$ cat src/rtl/alu_pkg.sv
// Shared ALU definitions: opcode encodings, datapath widths and arbiter FSM states.
// Consumed by alu_arbiter (build option ALU_ARB_FIXED_PRIO_EN lives there).
package alu_pkg;

  localparam int ALU_DATA_W = 32;
  localparam int ALU_OP_W   = 3;

  typedef enum logic [2:0] {
    ALU_ADD = 3'b000,
    ALU_AND = 3'b001,
    ALU_NOR = 3'b010,
    ALU_SLT = 3'b011,
    ALU_OR  = 3'b100,
    ALU_SUB = 3'b101
  } alu_op_e;

  typedef enum logic [1:0] {
    ST_IDLE = 2'd0,
    ST_EXEC = 2'd1,
    ST_RESP = 2'd2
  } arb_state_e;

endpackage

$ cat src/rtl/alu_rr_grant.sv
// Two-way grant: a lone requester wins; a tie is broken by rr_ptr_i (or always by
// requester 0 when ALU_ARB_FIXED_PRIO_EN is defined).
module alu_rr_grant (
  input  logic [1:0] valid_i,
`ifndef ALU_ARB_FIXED_PRIO_EN
  input  logic       rr_ptr_i,
`endif
  output logic [1:0] grant_o
);

  always_comb begin
    grant_o = 2'b00;
    if (valid_i == 2'b11) begin
`ifdef ALU_ARB_FIXED_PRIO_EN
      grant_o = 2'b01;
`else
      grant_o = rr_ptr_i ? 2'b10 : 2'b01;
`endif
    end else begin
      grant_o = valid_i;
    end
  end

endmodule

$ cat src/rtl/alu_arbiter.sv
// Shares one combinational ALU between two valid/ready requesters: IDLE -> EXEC -> RESP,
// one op in flight, rsp 2 cycles after grant. ALU_ARB_FIXED_PRIO_EN: req0 wins ties.
module alu_arbiter
  import alu_pkg::*;
#(
  parameter int DATA_W = alu_pkg::ALU_DATA_W,
  parameter int OP_W   = alu_pkg::ALU_OP_W
) (
  input  logic                clk,
  input  logic                rst,
  input  logic [1:0]          req_valid,
  output logic [1:0]          req_ready,
  input  logic [2*OP_W-1:0]   req_op,
  input  logic [2*DATA_W-1:0] req_a,
  input  logic [2*DATA_W-1:0] req_b,
  output logic                rsp_valid,
  input  logic                rsp_ready,
  output logic                rsp_id,
  output logic [DATA_W-1:0]   rsp_result,
  output logic                rsp_zero,
  output logic [DATA_W-1:0]   alu_src_a,
  output logic [DATA_W-1:0]   alu_src_b,
  output logic [OP_W-1:0]     ALUOp,
  input  logic [DATA_W-1:0]   alu_output,
  input  logic                Zero
);

  arb_state_e        state_q, state_d;
  logic [1:0]        grant;
  logic              gnt_id;
  logic              take;
  logic [OP_W-1:0]   op_q;
  logic [DATA_W-1:0] a_q, b_q;
  logic              id_q;
  logic [DATA_W-1:0] result_q;
  logic              zero_q;

`ifndef ALU_ARB_FIXED_PRIO_EN
  logic rr_ptr_q, rr_ptr_d;

  alu_rr_grant u_grant (
    .valid_i  (req_valid),
    .rr_ptr_i (rr_ptr_q),
    .grant_o  (grant)
  );

  // The pointer only moves on contention, so a lone request never steals the next tie.
  always_comb begin
    rr_ptr_d = rr_ptr_q;
    if (take && req_valid == 2'b11) rr_ptr_d = ~gnt_id;
  end

  always_ff @(posedge clk or posedge rst) begin
    if (rst) rr_ptr_q <= 1'b0;
    else     rr_ptr_q <= rr_ptr_d;
  end
`else
  alu_rr_grant u_grant (
    .valid_i (req_valid),
    .grant_o (grant)
  );
`endif

  assign gnt_id = grant[1];
  assign take   = (state_q == ST_IDLE) && (grant != 2'b00);

  always_comb begin
    state_d   = state_q;
    req_ready = 2'b00;
    case (state_q)
      ST_IDLE: begin
        req_ready = grant;
        if (grant != 2'b00) state_d = ST_EXEC;
      end
      ST_EXEC: state_d = ST_RESP;
      ST_RESP: if (rsp_ready) state_d = ST_IDLE;
      default: state_d = ST_IDLE;
    endcase
  end

  always_ff @(posedge clk or posedge rst) begin
    if (rst) begin
      state_q  <= ST_IDLE;
      op_q     <= '0;
      a_q      <= '0;
      b_q      <= '0;
      id_q     <= 1'b0;
      result_q <= '0;
      zero_q   <= 1'b0;
    end else begin
      state_q <= state_d;
      if (take) begin
        op_q <= gnt_id ? req_op[2*OP_W-1:OP_W]     : req_op[OP_W-1:0];
        a_q  <= gnt_id ? req_a[2*DATA_W-1:DATA_W]  : req_a[DATA_W-1:0];
        b_q  <= gnt_id ? req_b[2*DATA_W-1:DATA_W]  : req_b[DATA_W-1:0];
        id_q <= gnt_id;
      end
      if (state_q == ST_EXEC) begin
        result_q <= alu_output;
        zero_q   <= Zero;
      end
    end
  end

  // Operands stay on the ALU until the response drains; the ALU sees zeros while idle.
  assign alu_src_a  = (state_q != ST_IDLE) ? a_q  : '0;
  assign alu_src_b  = (state_q != ST_IDLE) ? b_q  : '0;
  assign ALUOp      = (state_q != ST_IDLE) ? op_q : '0;

  assign rsp_valid  = (state_q == ST_RESP);
  assign rsp_id     = id_q;
  assign rsp_result = result_q;
  assign rsp_zero   = zero_q;

endmodule

$ cat config.mk
export PLATFORM = sky130hd
export DESIGN_NAME = alu_arbiter
export DESIGN_NICKNAME = d
export VERILOG_FILES = /design/src/rtl/alu_pkg.sv /design/src/rtl/alu_rr_grant.sv /design/src/rtl/alu_arbiter.sv
export SDC_FILE = /design/constraint.sdc
export NUM_CORES = 1
export LEC_CHECK = 0
export CAP_MARGIN = 20
export CORE_MARGIN = 8
export CORE_UTILIZATION = 37
export CTS_BUF_LIST = sky130_fd_sc_hd__clkbuf_8
export CTS_CLUSTER_DIAMETER = 80
export DETAILED_ROUTE_END_ITERATION = 8
export HOLD_SLACK_MARGIN = 0.08
export PLACE_DENSITY = 0.77
export SYNTH_ARGS = -nofsm -noshare
export SYNTH_HDL_FRONTEND = slang
export SYNTH_SLANG_ARGS = --single-unit
$ cat constraint.sdc
create_clock -name clk -period 2.85 [get_ports clk]
set_input_delay 0.285 -clock clk [delete_from_list [all_inputs] [get_ports clk]]
set_output_delay 0.285 -clock clk [all_outputs]
set_load 0.01 [all_outputs]
* After elaboration in Yosys (flattened, before gate mapping)
Cells that the tools add are included.
** Operators by class
- Equality and inequality tests :: 5
- Muxes and demuxes :: 12
- Bitwise operators :: 1
- Reductions and logical operators :: 6
** Operators with widths (count)
- 2-to-1 mux 32 bit :: 4
- 2-to-1 mux 2 bit :: 5
- 2-to-1 mux 3 bit :: 2
- case mux 2 bit (3 select lines) :: 1
- equality test 2 bit (second input constant) :: 2
- inequality test 2 x 1 -> 1 bit (second input constant) :: 2
- nonzero test 2 bit :: 2
- equality test 2 x 1 -> 1 bit (second input constant) :: 1
- logical AND 1 bit :: 2
- zero test 2 bit :: 1
- AND reduction 2 bit :: 1
- NOT 1 bit :: 1
** Storage, ports and cells
- Flip-flop bits (word level) :: 104
- Input bits :: 172
- Output and inout bits :: 104
- Word-level logic and storage cells :: 32

* Depth between registers and ports, before layout
- Depth after elaboration :: 5
- Mapped depth :: 8
- Mapped depth without buffers :: 3

* Cells and area by module
Synthesis repeated with hierarchy kept, for this count alone.
** Unflattened totals
- Cell total of the unflattened synthesis :: 382
- Area, all modules :: 5230.0 um^2
** By module, submodules not included
- alu_arbiter :: instances 1, cells each 379, area each 5211.2 um^2, seq. area each 2602.5 um^2
- alu_rr_grant :: instances 1, cells each 3, area each 18.8 um^2, seq. area each 0.0 um^2

* Worst setup path before layout
No wires, ideal clock.
- Path kind :: reg2out
- From :: register state_q[1]
- To :: output port alu_src_b[13]
- Arrival :: 1298 ps
- Data required time :: 2565 ps
- Path slack :: 1267 ps
- Cell stages (with the launch flop) :: 6
- Buffers on the path :: 3
- Cells stage by stage :: dfrtp_1 > or2_2 > clkbuf_1 > clkbuf_1 > clkbuf_1 > and2_1
** Between the ends
- Cells in the longest elaborated chain, start to end :: 2
** Ends and longest elaborated chain
- from (decl) :: line alu_arbiter.sv:28 : arb_state_e state_q, state_d;
- from (signal assigned) :: line alu_arbiter.sv:91 : state_q <= state_d;
- nonzero test 2 bit :: line alu_arbiter.sv:107 : assign alu_src_b = (state_q != ST_IDLE) ? b_q : '0;
- 2-to-1 mux 32 bit :: line alu_arbiter.sv:107
- to (decl) :: line alu_arbiter.sv:22 : output logic [DATA_W-1:0] alu_src_b,
No other way between the ends.

* Final worst setup path
- From :: register state_q[1]
- To :: output port req_ready[1]
** Between the ends
- Cells in the longest elaborated chain, start to end :: 2
** Ends and longest elaborated chain
- zero test 2 bit :: line alu_arbiter.sv:70 : case (state_q)
- 2-to-1 mux 2 bit :: line alu_arbiter.sv:70
- to (decl) :: line alu_arbiter.sv:12 : output logic [1:0] req_ready,
No other way between the ends.

==> results.txt <==
Die area = 0.01815 mm^2
R2R depth = 4
Vias post-DR = 5334
WS Path Type = register to primary output
CP Launch Type = register
Delay-heaviest family, CP = buffers and inverters
HPWL after detailed placement = 13650 um
Most used DFF post-synth = dfrtp_1
TritonCTS Buffers = 9
FP Rows = 43
Final critical-path required period = 2.595 ns
Antenna violations before repair = 0
Syn avg cell area = 9.377 um^2
Synth area leader = dfrtp_1
Max Freq = 385.4 MHz
Die width = 134.7 um
Clk_skew = 0.007741 ns
Synth Instances = 556
Via density = 5.476
FF/Latch Area = 0.002603 mm^2
FFs w/ async S/R, synth = 100.0%
RR Endpoint = a_q[18]$_DFFE_PP0P_
P_leak = 3.164 nW
Vias in the first global route = 5462
GRT overflow = 0
Final period utilization = 91.04%
Max Root-Sink Buffers = 2
Multi-input gate area = 0.002327 mm^2
Clk Latency, worst-skew pair = 0.38 ns
Htree depth = 3
Final Max Slew Viols = 0
Top cell type's share of synthesized area = 49.92%
Clock root cell = clkbuf_8
CTS tree = done
Max-Slew Margin vs Limit = 33.52%
Adder-cell share of the synthesized area = 0%
Netlist Area Pre-Place = 0.005214 mm^2
Hold Buf Count CTS = 0
Hold_sp = req_valid[1]
1st-iter DRT viols = 284
Synth cell types = 24
WP data required = 2.57 ns
Post-CTS Setup Inserts = 0
Worst hold path stage count = 3
Worst setup EP type = primary output
CTS sink count = 104
Max cap viols = 0
Die height = 134.7 um
Most common library cells after synthesis = dfrtp_1 (104), a21oi_1 (68), and2_1 (68), o21ai_0 (68)
Util after Layout = 59.79%
CORE AREA = 0.01383 mm^2
DRC viols = 0
Detailed Route WL = 19390 um
Status = finished, final reports clean
Initial Util = 37.71%
Post-Synth XOR/XNOR Area = 0.1680%
Worst Tran Pin Value = 0.9973 ns
Synth Area in Simple Gates = 15.72%
Sequential fraction of the synthesis area = 49.92%
I/O Buffers = 275
Layout Cells excl Fill = 974
Syn_nets = 728
Worst-path fanout max = 39
Multiplexer share of the synthesized area = 7.127%
Ports = 276
R2r startpoint = rr_ptr_q$_DFFE_PP0P_
Post-DRT Antenna Nets = 0
Worst path cell trace = or2_2 > buf_16 > nor2_1 > clkdlybuf4s50_1
Unrepaired setup endpoints after global routing = false
Type of the worst min-delay path = input port to register
Clk slew on worst S/H paths = 0.09 ns
Fillers = 1141
Layout area overhead = 58.56%
R2r setup slk = 0.96 ns
Top-count cell post-synth = dfrtp_1
First-pass GRT wire length = 29570 um
Hold Crit Endpoint = a_q[26]$_DFFE_PP0P_
WL per Instance = 19.90 um
Largest net degree at the start of global routing = 105
Largest family of logic cells by synthesized area = compound AO/OA/AOI/OAI gates
Flops & latches, synth = 104
Yosys warning count = 0
Final hold vios = 0
Post-synthesis compound-gate area fraction = 21.26%
Ant diodes = 0
Finish-stage setup viols = 0
DP Cell Count = 957
Buffers & Inverters on Critical Path = 2
Drt pass-1 iters = 4
P per Cell Area = 1060 mW/mm^2
Resize count post-CTS = 0
Tot GR Track Use = 20.40%
Final TNS setup = 0 ns
WP data arrival = 2.31 ns
Slowest stage delay, CP = 0.59 ns
Final GP Congestion = 0.8020
Crit-path slowest cell = clkdlybuf4s50_1
Synth area leaders = dfrtp_1 (50%), and2_1 (8.2%), a31oi_1 (8.0%)
Layout cells sized above 1 = 8.816%
EDFF count, synth = 0
Nets = 961
Maximum vdd drop = 0.5019 mV
==> flip-flops by register name, summed over array words and instances (netlist names) <==
signal and count:
rr_ptr_q 1, state_q 2, rsp_zero 1, a_q 32, rsp_result 32, rsp_id 1, op_q 3, b_q 32
==> routing by layer <==
metal | up-vias | wire length [um] | GRT usage (%)
met5 | - | 0 | 0
met4 | 0 | 898 | 11.54
met3 | 53 | 1736 | 5.646
met2 | 272 | 9092 | 33.23
met1 | 2551 | 7657 | 23.73
li1 | 2458 | - | -
==> worst max-delay path by stage <==
stage	startpoint	to	slack [ns]	depth (start not counted)
floorplan	state_q[1]$_DFFE_PP0P_	alu_src_b[13]	1.27	5
global placement	state_q[0]$_DFFE_PP0P_	alu_src_a[30]	0.50	3
detailed placement	req_valid[0]	a_q[18]$_DFFE_PP0P_	0.47	5
CTS	state_q[0]$_DFFE_PP0P_	alu_src_a[26]	0.05	3
global route	state_q[1]$_DFFE_PP0P_	alu_src_a[26]	0.13	4
finish	state_q[1]$_DFFE_PP0P_	req_ready[1]	0.26	4
==> cell usage in the layout, fill, tap and decap left out, drive strengths merged <==
cell | synthesis | final
a21oi | 68 | 68
a31oi | 67 | 67
and2 | 68 | 68
and3 | 1 | 1
buf | 23 | 13
bufinv | 0 | 2
clkbuf | 42 | 9
clkdlybuf4s50 | 0 | 274
clkinv | 0 | 3
clkinvlp | 0 | 1
dfrtp | 104 | 104
inv | 3 | 4
mux2 | 33 | 33
nand2 | 2 | 2
nand2b | 3 | 3
nand3 | 67 | 67
nor2 | 2 | 2
nor2b | 1 | 1
o21ai | 68 | 68
o2bb2ai | 1 | 1
or2 | 2 | 2
xor2 | 1 | 1
==> area by class of cell <==
| class | instances | area share (%) |
|---|---|---|
| clock buffers | 9 | 1.498 |
| inverters | 3 | 0.1816 |
| clock inverters | 7 | 1.241 |
| multi-input cells | 384 | 28.15 |
| flip-flops and latches | 104 | 31.48 |
| well taps | 180 | 2.724 |
| repair buffers | 287 | 34.72 |
==> worst register-to-register path: cells and delay by family, from the launching register on <==
family,cells,cell delay [ns]
and+or+nand+nor,1,0.56
DFF,1,0.45
buffers and inverters,1,0.41
AOI/OAI and AO/OA,2,0.40
==> cell families (layout without fill, tap and decap cells) <==
logic type,after synthesis,in the layout
DFF,104,104
buffers and inverters,68,306
AOI/OAI and AO/OA,204,204
xor gates and xnor gates,1,1
muxes,33,33
and+or+nand+nor,146,146
==> metrics by stage <==
step	total power [mW]	cell area, um^2	setup slack (ns)	hold WS, ns
floorplan	5.155	5218	1.267	0.3926
global placement	7.608	8013	0.4982	0.4767
detailed placement	7.738	8013	0.4747	0.4928
CTS	8.793	8239	0.04562	0.2654
global route	9.341	8267	0.1270	0.2819
finish	8.759	8267	0.2555	0.2761
==> power by group <==
| part | total, mW | internal, mW | leakage (nW) | switching (mW) |
|---|---|---|---|---|
| Combinational | 5.08 | 2.75 | 1.87 | 2.33 |
| Clock | 1.04 | 0.506 | 0.116 | 0.537 |
| Sequential | 2.63 | 2.23 | 1.18 | 0.399 |
Power figures use the tool's default switching activity.
